==> src/rtl/nvm_pkg.sv <==
// Shared NVM definitions: block/page address types, flash opcodes and geometry.
// Used by garbage_collection and gc_page_mover.
`timescale 1ns/1ps
package nvm_pkg;

    localparam int NVM_BLOCK_W = 10;
    localparam int NVM_PAGE_W  = 6;
    localparam int BLOCK_NUM   = 2**NVM_BLOCK_W;
    localparam int PAGE_NUM    = 2**NVM_PAGE_W;

    typedef logic [NVM_BLOCK_W-1:0] block_t;
    typedef logic [NVM_PAGE_W-1:0]  page_t;

    typedef enum logic [1:0] {
        OP_READ  = 2'b00,
        OP_PROG  = 2'b01,
        OP_ERASE = 2'b10
    } flash_op_t;

endpackage

==> src/rtl/flash_cmd_issuer.sv <==
// Single-outstanding flash command issuer.
// Latches a command when requested, holds cmd_* stable through valid/ready,
// then waits for cmd_done and returns a one-cycle done pulse. A cmd_done in
// the acceptance cycle completes the command immediately.
`timescale 1ns/1ps
module flash_cmd_issuer
    import nvm_pkg::*;
#(
    parameter int BLOCK_W = NVM_BLOCK_W,
    parameter int PAGE_W  = NVM_PAGE_W
) (
    input  logic               CLK,
    input  logic               nRST,
    input  logic               req_i,
    input  flash_op_t          op_i,
    input  logic [BLOCK_W-1:0] blk_i,
    input  logic [PAGE_W-1:0]  page_i,
    output logic               done_o,
    output logic               cmd_valid_o,
    input  logic               cmd_ready_i,
    output flash_op_t          cmd_op_o,
    output logic [BLOCK_W-1:0] cmd_blk_o,
    output logic [PAGE_W-1:0]  cmd_page_o,
    input  logic               cmd_done_i
);

    typedef enum logic [1:0] {
        IS_IDLE,
        IS_REQ,
        IS_WAIT
    } issuer_state_t;

    issuer_state_t      st_q, st_d;
    flash_op_t          op_q, op_d;
    logic [BLOCK_W-1:0] blk_q, blk_d;
    logic [PAGE_W-1:0]  page_q, page_d;

    // State and latched command registers
    always_ff @(posedge CLK or negedge nRST) begin
        if (!nRST) begin
            st_q   <= IS_IDLE;
            op_q   <= OP_READ;
            blk_q  <= '0;
            page_q <= '0;
        end else begin
            st_q   <= st_d;
            op_q   <= op_d;
            blk_q  <= blk_d;
            page_q <= page_d;
        end
    end

    // Latch on request, hold until accepted, then wait for completion
    always_comb begin
        st_d   = st_q;
        op_d   = op_q;
        blk_d  = blk_q;
        page_d = page_q;
        done_o = 1'b0;
        case (st_q)
            IS_IDLE: begin
                if (req_i) begin
                    op_d   = op_i;
                    blk_d  = blk_i;
                    page_d = page_i;
                    st_d   = IS_REQ;
                end
            end
            IS_REQ: begin
                if (cmd_ready_i) begin
                    if (cmd_done_i) begin
                        done_o = 1'b1;
                        st_d   = IS_IDLE;
                    end else begin
                        st_d   = IS_WAIT;
                    end
                end
            end
            IS_WAIT: begin
                if (cmd_done_i) begin
                    done_o = 1'b1;
                    st_d   = IS_IDLE;
                end
            end
            default: st_d = IS_IDLE;
        endcase
    end

    // Command fields are zero whenever no request is on the bus
    assign cmd_valid_o = (st_q == IS_REQ);
    assign cmd_op_o    = cmd_valid_o ? op_q   : OP_READ;
    assign cmd_blk_o   = cmd_valid_o ? blk_q  : '0;
    assign cmd_page_o  = cmd_valid_o ? page_q : '0;

endmodule

==> src/rtl/gc_page_mover.sv <==
// gc_page_mover: relocates valid pages of a victim block into the active
// block (READ, PROG, remap record per page), then erases the victim and
// returns it as a free block.
// Optional build macro GC_MOVE_STATS_EN adds saturating 32-bit counters
// moved_page_total and erase_total.
`timescale 1ns/1ps
module gc_page_mover
    import nvm_pkg::*;
#(
    parameter int BLOCK_W = NVM_BLOCK_W,
    parameter int PAGE_W  = NVM_PAGE_W
) (
    input  logic               CLK,
    input  logic               nRST,
    input  logic               move_flag,
    input  logic [BLOCK_W-1:0] erase_blk,
    input  logic [BLOCK_W-1:0] active_blk,
    output logic               active_request,
    output logic               vq_en,
    output logic [BLOCK_W-1:0] vq_blk,
    output logic [PAGE_W-1:0]  vq_page,
    input  logic               vq_valid,
    output logic               cmd_valid,
    input  logic               cmd_ready,
    output logic [1:0]         cmd_op,
    output logic [BLOCK_W-1:0] cmd_blk,
    output logic [PAGE_W-1:0]  cmd_page,
    input  logic               cmd_done,
    output logic               remap_valid,
    output logic [BLOCK_W-1:0] remap_src_blk,
    output logic [PAGE_W-1:0]  remap_src_page,
    output logic [BLOCK_W-1:0] remap_dst_blk,
    output logic [PAGE_W-1:0]  remap_dst_page,
    output logic               move_done_flag,
    output logic [BLOCK_W-1:0] free_blk,
    output logic               move_err,
    output logic               busy
`ifdef GC_MOVE_STATS_EN
    ,
    output logic [31:0]        moved_page_total,
    output logic [31:0]        erase_total
`endif
);

    localparam logic [PAGE_W-1:0] PAGE_LAST = PAGE_W'(2**PAGE_W - 1);

    typedef enum logic [3:0] {
        S_IDLE,
        S_QUERY,
        S_QWAIT,
        S_READ,
        S_PROG,
        S_REMAP,
        S_ALLOC,
        S_NEXT,
        S_ERASE,
        S_DONE
    } mover_state_t;

    mover_state_t       state_q, state_d;
    logic [BLOCK_W-1:0] victim_q, victim_d;
    logic [PAGE_W-1:0]  src_page_q, src_page_d;
    logic [PAGE_W-1:0]  dst_page_q, dst_page_d;

    logic               iss_req;
    flash_op_t          iss_op;
    logic [BLOCK_W-1:0] iss_blk;
    logic [PAGE_W-1:0]  iss_page;
    logic               iss_done;
    flash_op_t          iss_cmd_op;

    // Walk state and page pointers; dst_page survives between moves
    always_ff @(posedge CLK or negedge nRST) begin
        if (!nRST) begin
            state_q    <= S_IDLE;
            victim_q   <= '0;
            src_page_q <= '0;
            dst_page_q <= '0;
        end else begin
            state_q    <= state_d;
            victim_q   <= victim_d;
            src_page_q <= src_page_d;
            dst_page_q <= dst_page_d;
        end
    end

    // Next-state logic and per-state output strobes
    always_comb begin
        state_d        = state_q;
        victim_d       = victim_q;
        src_page_d     = src_page_q;
        dst_page_d     = dst_page_q;
        vq_en          = 1'b0;
        vq_blk         = '0;
        vq_page        = '0;
        iss_req        = 1'b0;
        iss_op         = OP_READ;
        iss_blk        = '0;
        iss_page       = '0;
        remap_valid    = 1'b0;
        remap_src_blk  = '0;
        remap_src_page = '0;
        remap_dst_blk  = '0;
        remap_dst_page = '0;
        active_request = 1'b0;
        move_done_flag = 1'b0;
        free_blk       = '0;
        move_err       = 1'b0;
        case (state_q)
            S_IDLE: begin
                if (move_flag) begin
                    victim_d   = erase_blk;
                    src_page_d = '0;
                    // Moving a block onto itself would destroy its data
                    if (erase_blk == active_blk) move_err = 1'b1;
                    else                         state_d  = S_QUERY;
                end
            end
            S_QUERY: begin
                vq_en   = 1'b1;
                vq_blk  = victim_q;
                vq_page = src_page_q;
                state_d = S_QWAIT;
            end
            S_QWAIT: begin
                state_d = vq_valid ? S_READ : S_NEXT;
            end
            S_READ: begin
                iss_req  = 1'b1;
                iss_op   = OP_READ;
                iss_blk  = victim_q;
                iss_page = src_page_q;
                if (iss_done) state_d = S_PROG;
            end
            S_PROG: begin
                iss_req  = 1'b1;
                iss_op   = OP_PROG;
                iss_blk  = active_blk;
                iss_page = dst_page_q;
                if (iss_done) state_d = S_REMAP;
            end
            S_REMAP: begin
                remap_valid    = 1'b1;
                remap_src_blk  = victim_q;
                remap_src_page = src_page_q;
                remap_dst_blk  = active_blk;
                remap_dst_page = dst_page_q;
                dst_page_d     = dst_page_q + PAGE_W'(1);
                // Last page of the active block used: ask for a fresh one
                if (dst_page_q == PAGE_LAST) begin
                    active_request = 1'b1;
                    state_d        = S_ALLOC;
                end else begin
                    state_d        = S_NEXT;
                end
            end
            S_ALLOC: begin
                state_d = S_NEXT;
            end
            S_NEXT: begin
                if (src_page_q == PAGE_LAST) begin
                    state_d = S_ERASE;
                end else begin
                    src_page_d = src_page_q + PAGE_W'(1);
                    state_d    = S_QUERY;
                end
            end
            S_ERASE: begin
                iss_req  = 1'b1;
                iss_op   = OP_ERASE;
                iss_blk  = victim_q;
                iss_page = '0;
                if (iss_done) state_d = S_DONE;
            end
            S_DONE: begin
                move_done_flag = 1'b1;
                free_blk       = victim_q;
                state_d        = S_IDLE;
            end
            default: state_d = S_IDLE;
        endcase
    end

    flash_cmd_issuer #(
        .BLOCK_W (BLOCK_W),
        .PAGE_W  (PAGE_W)
    ) u_issuer (
        .CLK         (CLK),
        .nRST        (nRST),
        .req_i       (iss_req),
        .op_i        (iss_op),
        .blk_i       (iss_blk),
        .page_i      (iss_page),
        .done_o      (iss_done),
        .cmd_valid_o (cmd_valid),
        .cmd_ready_i (cmd_ready),
        .cmd_op_o    (iss_cmd_op),
        .cmd_blk_o   (cmd_blk),
        .cmd_page_o  (cmd_page),
        .cmd_done_i  (cmd_done)
    );

    assign cmd_op = iss_cmd_op;
    assign busy   = (state_q != S_IDLE);

`ifdef GC_MOVE_STATS_EN
    logic [31:0] moved_cnt_q;
    logic [31:0] erase_cnt_q;

    // Saturating activity counters
    always_ff @(posedge CLK or negedge nRST) begin
        if (!nRST) begin
            moved_cnt_q <= '0;
            erase_cnt_q <= '0;
        end else begin
            if (remap_valid && (moved_cnt_q != 32'hFFFF_FFFF))
                moved_cnt_q <= moved_cnt_q + 32'd1;
            if (move_done_flag && (erase_cnt_q != 32'hFFFF_FFFF))
                erase_cnt_q <= erase_cnt_q + 32'd1;
        end
    end

    assign moved_page_total = moved_cnt_q;
    assign erase_total      = erase_cnt_q;
`endif

endmodule

==> config.mk <==
export PLATFORM = sky130hd
export DESIGN_NAME = gc_page_mover
export DESIGN_NICKNAME = d
export VERILOG_FILES = /design/src/rtl/nvm_pkg.sv /design/src/rtl/flash_cmd_issuer.sv /design/src/rtl/gc_page_mover.sv
export SDC_FILE = /design/constraint.sdc
export NUM_CORES = 1
export LEC_CHECK = 0
export CORE_ASPECT_RATIO = 0.9
export CORE_MARGIN = 8
export CORE_UTILIZATION = 40
export CTS_CLUSTER_SIZE = 28
export DETAILED_ROUTE_END_ITERATION = 10
export PLACE_DENSITY = 0.74
export SLEW_MARGIN = 40
export SYNTH_ARGS = -nofsm -noshare
export SYNTH_HDL_FRONTEND = slang
export SYNTH_SLANG_ARGS = --single-unit
==> constraint.sdc <==
create_clock -name CLK -period 2.1 [get_ports CLK]
set_input_delay 0.315 -clock CLK [delete_from_list [all_inputs] [get_ports CLK]]
set_output_delay 0.315 -clock CLK [all_outputs]
set_load 0.01 [all_outputs]
==> flow_summary.json <==
{
  "cp-end-kind": "output pin",
  "vdd_drop_max_mv": 0.525,
  "use_met1_pct": 22.9,
  "h-tree-depth": 2,
  "cts_tree": "yes",
  "synth_edf_count": 0,
  "wl_um": 10200,
  "min_period_ns": 2.14,
  "initial_utilization_pct": 41.1,
  "drc": 0,
  "drtAntennaViolNets": 0,
  "grt_pass1_wl_um": 15500,
  "hpwl_um": 7460,
  "cts_made_buffers": 5,
  "cp-start-kind": "register",
  "insertedDiodeCount": 0,
  "wire_per_inst_um": 18.7,
  "setup_viol": 1,
  "slew_viol_final": 0,
  "synthCells": 299,
  "grt_overflow": 0,
  "root_buffer": "clkbuf_8",
  "cp-startpoint": "state_q[2]",
  "hold_viol": 0,
  "synth-simple-area-share_pct": 29.7,
  "grt_max_degree": 25,
  "setup_ws_ns": -0.0376,
  "synth_compound_area_share_pct": 11.1,
  "p_leak_nw": 2.28,
  "endpoint": "move_err",
  "drv_cap": 0,
  "async_reset_ff_share_pct": 100,
  "r2r-start": "state_q[2]",
  "areaGrowthSynthToFinish_pct": 56.2,
  "syn_area_per_cell_um2": 9.63,
  "fmax_mhz": 468,
  "rsz0062_at_grt": "yes",
  "drt-vias-per-instance": 5.17,
  "final_core_util_pct": 64.2,
  "crit_required_ns": 1.78,
  "skew_ns": 0.00813,
  "drtIter0Drc": 161,
  "fin_crit_sh_pct": 102,
  "finalSetupTns_ns": -0.0376,
  "synth_cell_types": 47,
  "gp_congestion": 0.829,
  "met2_usage_pct": 35.7,
  "rr_worst_depth": 11,
  "synth.area.mux_share_pct": 5.39,
  "synth_top_family_by_area": "simple AND/OR/NAND/NOR gates",
  "synth-xor-area-share_pct": 5.78,
  "grt_pass1_vias": 2789,
  "powerDensity_nw_per_um2": 1150,
  "synth.cell_area_um2": 2880,
  "violations": "negative setup slack",
  "path_class": "register to output pin",
  "outcome": "finished with violations",
  "hold_class": "register to register",
  "ys_seq_area_share_pct": 40.0,
  "hp-start": "u_issuer.blk_q[9]",
  "core-area_um2": 7000,
  "dieArea_um2": 10200,
  "tightest_slew_ns": 0.555,
  "synthFlopType": "dfrtp_1",
  "total_power_mw": 5.19,
  "synth_warnings": 0,
  "std_cell_rows": 29,
  "clk-insertion-delay-late_ns": 0.31,
  "dp_slack_ns": -0.279,
  "pin_count": 109,
  "worst_ep_arrival_time_ns": 1.82,
  "timing.critical_path.fanout_max": 4,
  "synth_seq_cells": 46,
  "grtUsageTotal_pct": 19.7,
  "synthAdderAreaFrac_pct": 2.17,
  "numPortBuffers": 108,
  "nets": 485,
  "clockBufferDepth": 2,
  "yosys.area.top_type": "dfrtp_1",
  "drt_pass1_iterations": 6,
  "layout-drive-gt1-share_pct": 32.5,
  "reg2reg_slack_ns": 0.03,
  "cts.sinks": 46,
  "worstReg2RegEnd": "state_q[0]",
  "antenna_found_initial": 0,
  "synth_area_leaders": "dfrtp_1 (40%), and2_1 (17%), xnor2_1 (5.2%)",
  "num_vias": 2831,
  "gr-max-usage-layer": "met2",
  "cts.clk_slew.worst_paths_ns": 0.09,
  "slew-limit-headroom_pct": 63.0,
  "die_w_um": 105,
  "synth_fp_nets": 330,
  "die_y_um": 96.5,
  "met3_usage_pct": 3.45,
  "netlist.area_leader.share_pct": 40.0
}
## layer usage
layer | part of all wire (%) | vias up
met1 | 40 | 1397
li1 | - | 1346
met2 | 53 | 72
met3 | 4.2 | 16
met5 | 0 | -
met4 | 2.0 | 0
## cell type report
cell class	count	area, um^2
fill	602	2500
multi-input combinational	218	1670
timing repair buffer	165	1400
sequential	46	1150
tap	93	116
clock buffer	5	68.8
inverter	18	67.6
clock inverter	3	21.3
## worst min path at each step
stage	to	slack (ns)	depth (start not counted)
after floorplan	dst_page_q[0]	0.02	0
after global placement	victim_q[3]	0.33	1
after detailed placement	victim_q[3]	0.33	1
after CTS	u_issuer.op_q[0]	0.48	1
after global routing	u_issuer.op_q[0]	0.53	1
final	u_issuer.blk_q[9]	0.51	2
## critical path, cell delays in order, from the launching register on
cell and delay [ns]:
dfrtp_2 0.45, buf_6 0.13, nor4_4 0.26, buf_4 0.17, nand4_1 0.10, nor3_2 0.14
and2_1 0.14, buf_2 0.13
## state kept, by name, summed over array words and instances (netlist names)
| name | flops |
|---|---|
| u_issuer.op_q | 2 |
| victim_q | 10 |
| state_q | 4 |
| dst_page_q | 6 |
| u_issuer.page_q | 6 |
| u_issuer.st_q | 2 |
| u_issuer.blk_q | 10 |
| src_page_q | 6 |
## cell usage after synthesis, drive strengths merged (7+ instances only)
cell	count
and2	78
dfrtp	46
inv	18
xnor2	17
nor2	13
mux2	12
nand2	11
a222oi	10
buf	10
and3	8
clkbuf	7
nand3	7
o21ai	7
## report_power, final
group          leakage (nW)  switching, mW  internal, mW
sequential            0.580          0.381          1.26
combinational          1.66           1.49          1.51
clock                0.0441          0.328         0.234
total                  2.28           2.19          3.00
## stage by stage
step           cells  instance area, um^2  hold WS (ns)
2_1_floorplan    299                 2880        0.0194
3_3_place_gp     517                 4280         0.333
5_1_grt          548                 4500         0.535
6_report         548                 4500         0.507
3_5_place_dp     517                 4280         0.333
4_1_cts          542                 4460         0.483
## placed cells by master, fill, tap and decap left out, drive strengths merged, types with 10 or more instances in the layout
master and instances:
clkdlybuf4s15 11, dlygate4sd2 25, and2 78, dfrtp 46, inv 18, nand2 11, a222oi 10, nor2 13
clkdlybuf4s50 25, mux2 12, xnor2 17, buf 64, clkbuf 41
## cells by family (layout without fill, tap and decap cells)
| logic type | Yosys count | after routing |
|---|---|---|
| fa+ha+maj | 5 | 5 |
| compound gates | 41 | 41 |
| buf+inv | 35 | 191 |
| xor+xnor | 19 | 19 |
| flops | 46 | 46 |
| mux | 14 | 14 |
| simple gates | 139 | 139 |
## what timing repair did
item | 4_1_cts | 5_1_grt
endpoints found under the setup margin | 82 | 66
pin swaps | 7 | 6
hold buffers | 1 | 0
hold endpoints to repair | 19 | 0
gates cloned | 2 | 1
resized for setup | 117 | 117
setup buffers | 14 | 6
Power figures use the tool's default switching activity.
==> patch 1: new RTL, same settings <==
Build with the macro `GC_MOVE_STATS_EN` defined.
--- a/src/rtl/gc_page_mover.sv
+++ b/src/rtl/gc_page_mover.sv
@@ -6,2 +6,4 @@
 `timescale 1ns/1ps
+`define GC_MOVE_STATS_EN
+
 module gc_page_mover
Function (old outputs only; new: erase_total and moved_page_total): kept (Yosys induction, for registers that start in step).
==> patch 1 against the original RTL <==
The run still ends with negative setup slack left; wire length grew 89%; sequential cell count rose by 64; register-to-register slack got worse by 0.04 ns; final area increased by 100%; synthesized cell count increased by 110%; total power rose by 45%; first-iteration DRC count up 76%; sequential power rose by 79%; setup slack worse by 0.067 ns; clock power increased to 3.0 times the old value; synthesized area rose by 110%; maximum frequency down 3.0%; sequential share of layout area increased by 5.0 points.
==> patch 1: results (changes against the original RTL) <==
| Metric | Value |
|---|---|
| Nets | 887 (+83%) |
| Register area share after synthesis | 0.4556 (+0.05593) |
| Placed cells | 1013 (+96%) |
| CP Max Fanout | 2 (-2) |
| Net Switching | 2.676 mW (+22%) |
| Metal3 WL | 1857 um (+340%) |
| Worst-margin pin slew | 0.4893 ns (-0.06604 ns) |
| Clk pwr share | 0.223 (+0.115) |
| Final worst slack | -0.1042 ns (-0.06661 ns) |
| Vias per cell | 5.385 (+4.2%) |
| Synth cell types | 63 (+34%) |
| Area contributors post-synth | dfrtp_1 46%, xnor2_1 9.1%, and2_1 8.5%, nand2_1 4.2%, nand3_1 2.7% |
| Leak Pwr | 4.138 nW (+81%) |
| Data arrival, critical path | 1.89 ns (+0.07 ns) |
| Setup-failing EPs final | 8 (+7) |
| Comb pwr share | 0.385 (-0.191) |
| DRT iter0 DRCs | 283 (+76%) |
| M1 WL | 8028 um (+94%) |
| Post-CTS Setup Inserts | 17 (+3) |
| Worst vdd ir | 0.4169 mV (-21%) |
| Initial DRT Pass Iterations | 5 (-1) |
| Gr usage total | 0.1957 (-0.001689) |
| DR WL met2 | 9167 um (+68%) |
| Average size of a mapped cell | 9.761 um2 (+1.3%) |
| Vias in the first global route | 5845 (+110%) |
| First-pass GRT wire length | 30970 um (+100%) |
| Port buffer count | 172 (+59%) |
| Violated checks | negative setup slack |
| Gpl congestion | 0.9220 (+11%) |
| Total CTS buffers | 9 (+4) |
| # resized after CTS | 257 (+120%) |
| Outcome | complete, but fails checks |
| Clk_skew | 0.007686 ns (-0.0004467 ns) |
| Setup slack at placement | -0.3921 ns (-0.1129 ns) |
| RR Startpoint | state_q[1] |
| Pin count of the biggest net entering global routing | 56 (+120%) |
| HPWL Detailed | 14100 um (+89%) |
| Root Buffer | clkbuf_16 |
| Switching part of the total | 0.3562 (-0.06628) |
| Min-delay worst type | in -> async |
| Layout cell share with drive strength beyond 1 | 0.2839 (-0.04140) |
| Register clock-pin slew on the reported worst setup and hold paths | 0.07 ns (-0.02 ns) |
| R2R cell count | 10 (-1) |
| Synth cell count leaders | 110 x dfrtp_1, 82 x and2_1, 67 x nand2_1, 63 x xnor2_1, 33 x nand3_1 |
[patch 1: layer usage]
| layer | vias up | global-route usage |
|---|---|---|
| li1 | 2631 | - |
| met1 | 2771 | 0.2409 |
| met2 | 250 | 0.3200 |
| met3 | 24 | 0.07226 |
| met4 | 0 | 0.04679 |
| met5 | - | 0 |
[patch 1: stage by stage]
step	hold WS (ns)	TNS, ns	instance area (um2)
final	0.4659	-0.2561	8977
after global routing	0.4941	-1.992	8977
after CTS	0.4721	-1.338	8676
after detailed placement	0.2995	-1.355	8310
after global placement	0.2988	-1.462	8310
after floorplan	0.01941	0	6042
[patch 1: cell type report]
class,count,area share
sequential,110,0.3069
clock inverter,2,0.003902
multi-input combinational,472,0.3752
timing repair buffer,249,0.2541
clock buffer,11,0.02704
inverter,12,0.005296
tap,198,0.02760
[patch 1: worst max-delay path by stage]
stage	startpoint	endpoint	slack [ns]
2_1_floorplan	state_q[1]	vq_blk[0]	0.13
3_3_place_gp	active_blk[0]	move_err	-0.38
3_5_place_dp	active_blk[0]	move_err	-0.39
4_1_cts	state_q[1]	move_err	-0.11
5_1_grt	state_q[3]	move_err	-0.21
6_report	state_q[3]	move_err	-0.10
[patch 1: logic make-up (layout without fill, tap and decap cells)]
kind of cell | after synthesis | count (layout) | synth area share
compound gates | 65 | 65 | 0.07703
xor+xnor | 79 | 79 | 0.1145
flops | 110 | 110 | 0.4556
fa+ha+maj | 7 | 7 | 0.01450
simple gates | 309 | 309 | 0.2905
mux | 12 | 12 | 0.02216
buf+inv | 37 | 274 | 0.02568
[patch 1: worst max-delay path, cell delays in order (launching register included)]
cell,delay (ns)
dfrtp_1,0.42
nor4_4,0.27
buf_4,0.15
nand4_1,0.10
nor3_2,0.22
buf_4,0.15
and2_4,0.13
buf_6,0.09
==> patch 2: new RTL, same flow settings <==
Made on the original files. Encoding of `mover_state_t`: now one-hot (10 bits for 10 states).
--- a/src/rtl/gc_page_mover.sv
+++ b/src/rtl/gc_page_mover.sv
@@ -46,13 +46,13 @@
 
-    typedef enum logic [3:0] {
-        S_IDLE,
-        S_QUERY,
-        S_QWAIT,
-        S_READ,
-        S_PROG,
-        S_REMAP,
-        S_ALLOC,
-        S_NEXT,
-        S_ERASE,
-        S_DONE
+    typedef enum logic [9:0] {
+        S_IDLE  = 10'b0000000001,
+        S_QUERY = 10'b0000000010,
+        S_QWAIT = 10'b0000000100,
+        S_READ  = 10'b0000001000,
+        S_PROG  = 10'b0000010000,
+        S_REMAP = 10'b0000100000,
+        S_ALLOC = 10'b0001000000,
+        S_NEXT  = 10'b0010000000,
+        S_ERASE = 10'b0100000000,
+        S_DONE  = 10'b1000000000
     } mover_state_t;
Function: no difference found for any inputs over 10 cycles, from zero or initial values and one cycle with nRST low; not proved beyond that.
==> patch 2 against the original RTL <==
The run still ends with negative setup slack left; first-iteration DRC count increased by 27%; setup slack got worse by 0.45 ns; sequential cell count increased by 6; synthesized area rose by 9.8%; total power is 23% lower; count of clock-buffer cells in the layout is the same; final area increased by 26%; hold slack lost 0.10 ns; critical path depth unchanged; global-route usage increased by 1.8 points; die area increased by 8.2%; wire length is 30% higher; via count increased by 21%; critical path type unchanged; largest cell class unchanged.
==> patch 2: results (changes against the original RTL) <==
| Metric | Value |
|---|---|
| Outcome | complete, but fails checks |
| Violated checks | negative setup slack |
| Initial DRT Pass Iterations | 5 (-1) |
| Final hold slack | 0.4041 ns (-0.1027 ns) |
| Max stage delay on crit path | 0.56 ns (+0.11 ns) |
| R2R Setup Slk | -0.27 ns (-0.30 ns) |
| Register clock-pin slew on the reported worst setup and hold paths | 0.11 ns (+0.02 ns) |
| Data arrival, critical path | 2.27 ns (+0.45 ns) |
| M1 WL | 5200 um (+26%) |
| Setup-failing EPs final | 100 (+99) |
| FF-to-FF End | src_page_q[5] |
| First-pass GRT wire length | 18520 um (+19%) |
| Placed cells | 576 (+11%) |
| Synth cell count leaders | 76 x and2_1, 51 x dfrtp_1, 17 x nor2_1, 17 x o21ai_0 |
| Final worst slack | -0.4890 ns (-0.4514 ns) |
| Nets | 555 (+14%) |
| Gate Count Post-Synth | 335 (+12%) |
| Clk_skew | 0.009831 ns (+0.001698 ns) |
| Vias per cell | 5.536 (+7.2%) |
| Net Switching | 1.493 mW (-32%) |
| Max-Slew Margin vs Limit | 0.6993 (+0.06951) |
| Layout Cells excl Fill | 621 (+13%) |
| CP Max Fanout | 6 (+2) |
| Clk. pwr | 651 uW (+16%) |
| Register area share after synthesis | 0.4118 (+0.01214) |
| R2R cell count | 8 (-3) |
patch 2: cell type report:
| class | count | share of cell area |
|---|---|---|
| clock buffer | 5 | 0.01214 |
| clock inverter | 3 | 0.005078 |
| inverter | 6 | 0.003974 |
| multi-input combinational | 259 | 0.3818 |
| sequential | 52 | 0.2299 |
| tap | 96 | 0.02120 |
| timing repair buffer | 200 | 0.3460 |
patch 2: kinds of logic (layout without fill, tap and decap cells):
kind of cell | count (synthesis) | count (layout) | share of synthesized area
adder cells (fa/ha/maj) | 5 | 5 | 0.01978
XOR/XNOR | 18 | 18 | 0.04984
buffers and inverters | 25 | 214 | 0.03125
AND/OR/NAND/NOR | 161 | 162 | 0.3109
flip-flops | 52 | 52 | 0.4118
multiplexers | 13 | 13 | 0.04589
AO/OA/AOI/OAI | 61 | 61 | 0.1305
patch 2: what timing repair did:
action                     4_1_cts  5_1_grt
setup buffers                   17       17
hold buffers                     1        0
setup endpoints to repair      110      103
pin swaps                       13       25
gates cloned                     5        3
resized for setup              324      140
hold endpoints to repair        10        0
